$ cat src/rtl/jbi_rdmard_rcv_if.sv
// scbuf return stream plus buffered line handshake toward the DMA return logic.
// master drives the scbuf stream and consumes lines; slave is the receiver.
interface jbi_rdmard_rcv_if #(
  parameter int NUM_WORDS = 16
);
  logic                      scbuf_jbi_ctag_vld;
  logic [31:0]               scbuf_jbi_data;
  logic                      scbuf_jbi_ue_err;
  logic                      rcv_line_vld;
  logic                      rcv_line_rdy;
  logic [14:0]               rcv_line_ctag;
  logic [32*NUM_WORDS-1:0]   rcv_line_data;
  logic                      rcv_line_ue;
  logic                      rcv_ovf_err;
  logic                      rcv_proto_err;

  modport master (
    output scbuf_jbi_ctag_vld, scbuf_jbi_data, scbuf_jbi_ue_err,
    output rcv_line_rdy,
    input  rcv_line_vld, rcv_line_ctag, rcv_line_data, rcv_line_ue,
    input  rcv_ovf_err, rcv_proto_err
  );

  modport slave (
    input  scbuf_jbi_ctag_vld, scbuf_jbi_data, scbuf_jbi_ue_err,
    input  rcv_line_rdy,
    output rcv_line_vld, rcv_line_ctag, rcv_line_data, rcv_line_ue,
    output rcv_ovf_err, rcv_proto_err
  );
endinterface

$ cat src/rtl/jbi_rdmard_rcv.sv
// RDMA-read return receiver: frames ctag + NUM_WORDS data words into lines
// and queues them in a 2-entry ping-pong buffer; faults are flagged, not stalled.
module jbi_rdmard_rcv #(
  parameter int NUM_WORDS = 16
) (
  input logic               rclk,
  input logic               arst_l,
  jbi_rdmard_rcv_if.slave   bus
);
  localparam int CW = $clog2(NUM_WORDS);

  typedef enum logic [1:0] {
    IDLE,
    COLLECT,
    DROP
  } state_t;

  state_t        r_state;
  logic [CW-1:0] r_cnt;
  logic          r_wr_ptr;
  logic          r_rd_ptr;
  logic [1:0]    r_full;
  logic [14:0]   r_ctag [2];
  logic [1:0]    r_ue;
  logic          r_ovf;
  logic          r_proto;
  logic [31:0]   r_data [2][NUM_WORDS];

  logic w_ctag;
  logic w_vld;
  logic w_pop;
  logic w_free;
  logic w_last;
  logic w_wr_word;

  assign w_ctag    = bus.scbuf_jbi_ctag_vld;
  assign w_vld     = r_full[r_rd_ptr];
  assign w_pop     = w_vld & bus.rcv_line_rdy;
  // the write entry may be reused if it is the one leaving this cycle
  assign w_free    = ~r_full[r_wr_ptr] |
                     (w_pop & (r_rd_ptr == r_wr_ptr));
  assign w_last    = (r_cnt == CW'(NUM_WORDS - 1));
  assign w_wr_word = (r_state == COLLECT) & ~w_ctag;

  always_ff @(posedge rclk or negedge arst_l) begin
    if (!arst_l) begin
      r_state  <= IDLE;
      r_cnt    <= '0;
      r_wr_ptr <= 1'b0;
      r_rd_ptr <= 1'b0;
      r_full   <= '0;
      r_ctag   <= '{default: '0};
      r_ue     <= '0;
      r_ovf    <= 1'b0;
      r_proto  <= 1'b0;
    end else begin
      r_ovf   <= 1'b0;
      r_proto <= 1'b0;
      if (w_ctag) begin
        r_proto <= (r_state != IDLE);
        r_cnt   <= '0;
        if (w_free) begin
          r_state            <= COLLECT;
          r_ctag[r_wr_ptr]   <= bus.scbuf_jbi_data[14:0];
          r_ue[r_wr_ptr]     <= 1'b0;
        end else begin
          r_state <= DROP;
          r_ovf   <= 1'b1;
        end
      end else begin
        case (r_state)
          COLLECT: begin
            r_ue[r_wr_ptr] <= r_ue[r_wr_ptr] |
                              bus.scbuf_jbi_ue_err;
            r_cnt <= r_cnt + CW'(1);
            if (w_last) begin
              r_full[r_wr_ptr] <= 1'b1;
              r_wr_ptr         <= ~r_wr_ptr;
              r_state          <= IDLE;
            end
          end
          DROP: begin
            r_cnt <= r_cnt + CW'(1);
            if (w_last) r_state <= IDLE;
          end
          default: r_state <= IDLE;
        endcase
      end
      // a collecting entry is never full, so this cannot hit the same slot
      if (w_pop) begin
        r_full[r_rd_ptr] <= 1'b0;
        r_rd_ptr         <= ~r_rd_ptr;
      end
    end
  end

  always_ff @(posedge rclk) begin
    if (w_wr_word) r_data[r_wr_ptr][r_cnt] <= bus.scbuf_jbi_data;
  end

  always_comb begin
    bus.rcv_line_data = '0;
    for (int i = 0; i < NUM_WORDS; i++) begin
      bus.rcv_line_data[(NUM_WORDS-1-i)*32 +: 32] =
        w_vld ? r_data[r_rd_ptr][i] : 32'd0;
    end
  end

  assign bus.rcv_line_vld  = w_vld;
  assign bus.rcv_line_ctag = w_vld ? r_ctag[r_rd_ptr] : 15'd0;
  assign bus.rcv_line_ue   = w_vld & r_ue[r_rd_ptr];
  assign bus.rcv_ovf_err   = r_ovf;
  assign bus.rcv_proto_err = r_proto;
endmodule

$ cat src/flat_wrapper.sv
// flat-port wrapper written by rule: the top's interface ports become plain ports
module jbi_rdmard_rcv_flat 
#(
  parameter int NUM_WORDS = 16
)
  (rclk, arst_l, bus_scbuf_jbi_ctag_vld, bus_scbuf_jbi_data, bus_scbuf_jbi_ue_err, bus_rcv_line_rdy, bus_rcv_line_vld, bus_rcv_line_ctag, bus_rcv_line_data, bus_rcv_line_ue, bus_rcv_ovf_err, bus_rcv_proto_err);
  jbi_rdmard_rcv_if #(.NUM_WORDS(NUM_WORDS)) bus_i ();
  input logic rclk;
  input logic arst_l;
  input wire logic [$bits(bus_i.scbuf_jbi_ctag_vld)-1:0] bus_scbuf_jbi_ctag_vld;
  input wire logic [$bits(bus_i.scbuf_jbi_data)-1:0] bus_scbuf_jbi_data;
  input wire logic [$bits(bus_i.scbuf_jbi_ue_err)-1:0] bus_scbuf_jbi_ue_err;
  input wire logic [$bits(bus_i.rcv_line_rdy)-1:0] bus_rcv_line_rdy;
  output wire logic [$bits(bus_i.rcv_line_vld)-1:0] bus_rcv_line_vld;
  output wire logic [$bits(bus_i.rcv_line_ctag)-1:0] bus_rcv_line_ctag;
  output wire logic [$bits(bus_i.rcv_line_data)-1:0] bus_rcv_line_data;
  output wire logic [$bits(bus_i.rcv_line_ue)-1:0] bus_rcv_line_ue;
  output wire logic [$bits(bus_i.rcv_ovf_err)-1:0] bus_rcv_ovf_err;
  output wire logic [$bits(bus_i.rcv_proto_err)-1:0] bus_rcv_proto_err;
  assign bus_i.scbuf_jbi_ctag_vld = bus_scbuf_jbi_ctag_vld;
  assign bus_i.scbuf_jbi_data = bus_scbuf_jbi_data;
  assign bus_i.scbuf_jbi_ue_err = bus_scbuf_jbi_ue_err;
  assign bus_i.rcv_line_rdy = bus_rcv_line_rdy;
  assign bus_rcv_line_vld = bus_i.rcv_line_vld;
  assign bus_rcv_line_ctag = bus_i.rcv_line_ctag;
  assign bus_rcv_line_data = bus_i.rcv_line_data;
  assign bus_rcv_line_ue = bus_i.rcv_line_ue;
  assign bus_rcv_ovf_err = bus_i.rcv_ovf_err;
  assign bus_rcv_proto_err = bus_i.rcv_proto_err;
  jbi_rdmard_rcv #(.NUM_WORDS(NUM_WORDS)) u_core (.rclk(rclk), .arst_l(arst_l), .bus(bus_i));
endmodule
$ cat config.mk
export PLATFORM = sky130hd
export DESIGN_NAME = jbi_rdmard_rcv_flat
export DESIGN_NICKNAME = d
export VERILOG_FILES = /design/src/rtl/jbi_rdmard_rcv_if.sv /design/src/rtl/jbi_rdmard_rcv.sv /design/src/flat_wrapper.sv
export SDC_FILE = /design/constraint.sdc
export NUM_CORES = 1
export LEC_CHECK = 0
export CAP_MARGIN = 10
export CORE_ASPECT_RATIO = 0.5
export CORE_MARGIN = 1
export CORE_UTILIZATION = 59
export CTS_CLUSTER_SIZE = 14
export DETAILED_ROUTE_END_ITERATION = 16
export PLACE_DENSITY_LB_ADDON = 0.05
export SYNTH_ARGS = -nofsm -noshare
export SYNTH_HDL_FRONTEND = slang
export SYNTH_SLANG_ARGS = --single-unit
$ cat constraint.sdc
create_clock -name rclk -period 8.2 [get_ports rclk]
set_input_delay 2.05 -clock rclk [delete_from_list [all_inputs] [get_ports rclk]]
set_output_delay 2.05 -clock rclk [all_outputs]
set_load 0.01 [all_outputs]
==> results.md <==
- Status: complete, no violations
- Final setup viols: 0
- Critical path class: flip-flop to output pin
- Initial antenna violation count: 7
- RSZ-0062 raised after global routing: no
- Measured slew at the worst slew-check pin: 1.20 ns
- Synth Area in Compound Gates: 0.237%
- Clk root buf: clkbuf_16
- Setup TNS: 0 ns
- Total power: 10.2 mW
- Die width: 373 um
- Logic gate share of total power: 2.2%
- GR Util All Layers: 28.4%
- # port buffers: 567
- Simple-gate share of the synthesized area: 5.54%
- Highest Clock Rate: 156 MHz
- Netlist Area Pre-Place: 40600 um^2
- Post-CTS Hold Buffers: 0
- H-tree depth: 3
- Die area: 70000 um^2
- Min-delay worst type: flip-flop to flip-flop
- Hold Path End: u_core.r_ctag[19]
- Final Max Slew Viols: 0
- Largest net degree at the start of global routing: 171
- Ys Warns: 0
- CP Max Fanout: 50
- Post-CTS sizing: 0
- DP Worst Slack: 2.52 ns
- Switching pwr: 2.03 mW
- IO Count: 568
- Layout cell share with drive strength beyond 1: 7.71%
- RePlAce Congestion: 0.817
- Commonest non-fill, non-tap cells in the layout: edfxtp_1, nor2_1, clkdlybuf4s50_1, mux2i_1, clkbuf_16
- FF-to-FF Start: u_core.r_rd_ptr
- DRT iter0 DRCs: 1996
- Multi-input gate area: 8320 um^2
- Final worst-path setup slack: 1.79 ns
- Worst Skew: 0.0160 ns
- Post-Syn Instances: 2372
- Row count: 67
- R2r endpoint: u_core.r_ctag[1]
- Crit end category: output pin
- Min-Delay Path Depth: 1
- CTS tree: yes
- Core area: 67600 um^2
- Vias: 22200
- Fin. Hold Viols: 0
- Total grt overflow: 0
- Clock power frac: 38.9%
- Sink Count: 1068
- Maxcap violations: 0
- Drt wl/cell: 26.1 um
- HP Start: u_core.r_ctag[19]
- R2r worst-path depth: 4
- Relative slew margins: 20.1%
- Placed Area: 47100 um^2
- Crit path DAT: 4.36 ns
- Hpwl dp: 57400 um
- Average size of a mapped cell: 17.1 um^2
- Fillers: 4229
- Main combinational cell family by area after synthesis: multiplexers
- Remaining DRCs: 0
- Power Dens Cells: 206 nW/um^2
- Net count, final: 2975
- Fin Hold WS: 0.506 ns
- Detail Route Antenna Nets: 0
- Post-route cell area: 49700 um^2
- Die H: 188 um
- Most common cell after layout, fill and taps aside: edfxtp_1
- Setup repair bufs after CTS: 0
- Cell Int Power: 8.21 mW
- Detailed Route WL: 101000 um
- Vias in the first global route: 21600
- Clk slew on worst S/H paths: 0.06 ns
- Crit path launch type: flip-flop
- Sequential area share after synthesis: 78.4%
- Syn_nets: 2415
- Reg2reg setup slack: 4.69 ns
- First-pass GRT wire length: 142000 um
- Multiplexer share of the synthesized area: 14.0%
- Clock buffer depth: 3
- First-pass iteration count of the detailed router: 5
- Register area: 31900 um^2
- Tmin final: 6.41 ns
- WP data required: 6.15 ns
- Clock Latency Late Sink: 0.64 ns
- Total CTS buffers: 89
- Synth Register Bits: 1068
- Synth-to-Final Area Change: 22.3%
- Vias per inst: 5.73
- Switch share: 19.9%
- Leakage: 15.1 nW
- Final Cycle Share: 78.2%
- Synth Area in XOR/XNOR: 0.0862%
- Starting Density: 60.1%
- Yosys cell types: 28
- Flop pwr share: 58.9%
- Worst vdd ir: 0.155 mV
- Post-Synth Adder-Cell Area: 0.185%
==> worst max path at each step <==
stage	startpoint	slack, ns	to
2_1_floorplan	bus_scbuf_jbi_ctag_vld	3.76	u_core.r_data[1][160]
6_report	u_core.r_rd_ptr	1.79	bus_rcv_line_data[73]
4_1_cts	u_core.r_rd_ptr	1.81	bus_rcv_line_data[73]
5_1_grt	u_core.r_rd_ptr	1.63	bus_rcv_line_data[73]
3_5_place_dp	u_core.r_rd_ptr	2.52	bus_rcv_line_data[73]
3_3_place_gp	u_core.r_rd_ptr	2.57	bus_rcv_line_data[73]
==> final cells by class <==
type / instances / area share [%]
sequential: 1068 / 64.1
multi-input combinational: 1174 / 16.7
timing repair buffer: 592 / 11.6
clock buffer: 132 / 5.18
tap: 897 / 2.26
clock inverter: 11 / 0.101
inverter: 7 / 0.0529
antenna: 4 / 0.0201
==> Yosys cell counts, drive strengths merged <==
| cell | count | area share, % |
|---|---|---|
| a211oi | 2 | 0.099 |
| a21oi | 2 | 0.025 |
| a22o | 1 | 0.022 |
| a31oi | 3 | 0.046 |
| and2 | 1 | 0.015 |
| and3 | 1 | 0.015 |
| buf | 120 | 1.5 |
| clkbuf | 3 | 0.028 |
| dfrtp | 44 | 2.7 |
| edfxtp | 1024 | 76 |
| ha | 6 | 0.18 |
| inv | 7 | 0.065 |
| mux2 | 32 | 0.89 |
| mux2i | 531 | 13 |
| nand2 | 8 | 0.074 |
| nand2b | 1 | 0.015 |
| nand3 | 2 | 0.025 |
| nand3b | 4 | 0.074 |
| nand4 | 1 | 0.015 |
| nor2 | 569 | 5.3 |
| nor2b | 1 | 0.015 |
| o21ai | 2 | 0.025 |
| o2bb2ai | 1 | 0.022 |
| or3 | 2 | 0.031 |
| xnor2 | 2 | 0.043 |
| xor2 | 2 | 0.043 |
==> layer usage <==
layer  vias to the layer above  wire length (um)  GRT usage (%)
met3                       146              6280           4.71
met2                       809             52500           48.7
met4                         0              2860           9.23
li1                       9855                 -              -
met5                         -                 0              0
met1                     11400             39800           37.6
==> power groups by stage <==
stage	combinational (mW)	sequential (mW)	clock (mW)
2_1_floorplan	0.0559	6.15	0
3_3_place_gp	0.219	6.15	0
3_5_place_dp	0.228	6.15	0
4_1_cts	0.228	6.03	4.02
5_1_grt	0.237	6.03	4.22
6_report	0.226	6.03	3.99
==> cell families after synthesis <==
family          count (synthesis)
xor+xnor                        4
flops                        1068
mux                           563
compound gates                 11
fa+ha+maj                       6
buf+inv                       130
simple gates                  590
==> registers in the layout (all words and copies together) (netlist names), 2 cells and up <==
signal / flops
u_core.r_cnt: 4
u_core.r_ctag: 30
u_core.r_data: 1024
u_core.r_full: 2
u_core.r_state: 2
u_core.r_ue: 2
==> through the flow <==
step           utilization (%)  std cells
6_report                  73.6       3885
5_1_grt                   73.6       3883
4_1_cts                   73.6       3881
3_5_place_dp              69.7       3738
3_3_place_gp              69.7       3738
2_1_floorplan                -       2372
==> critical path: stages (launching register included) <==
cell	delay (ns)
dfrtp_4	1.01
buf_4	0.77
buf_4	0.78
mux2i_1	0.42
nor2_1	0.09
clkdlybuf4s50_1	0.54
Note: power is estimated with default switching activity, not from simulation.
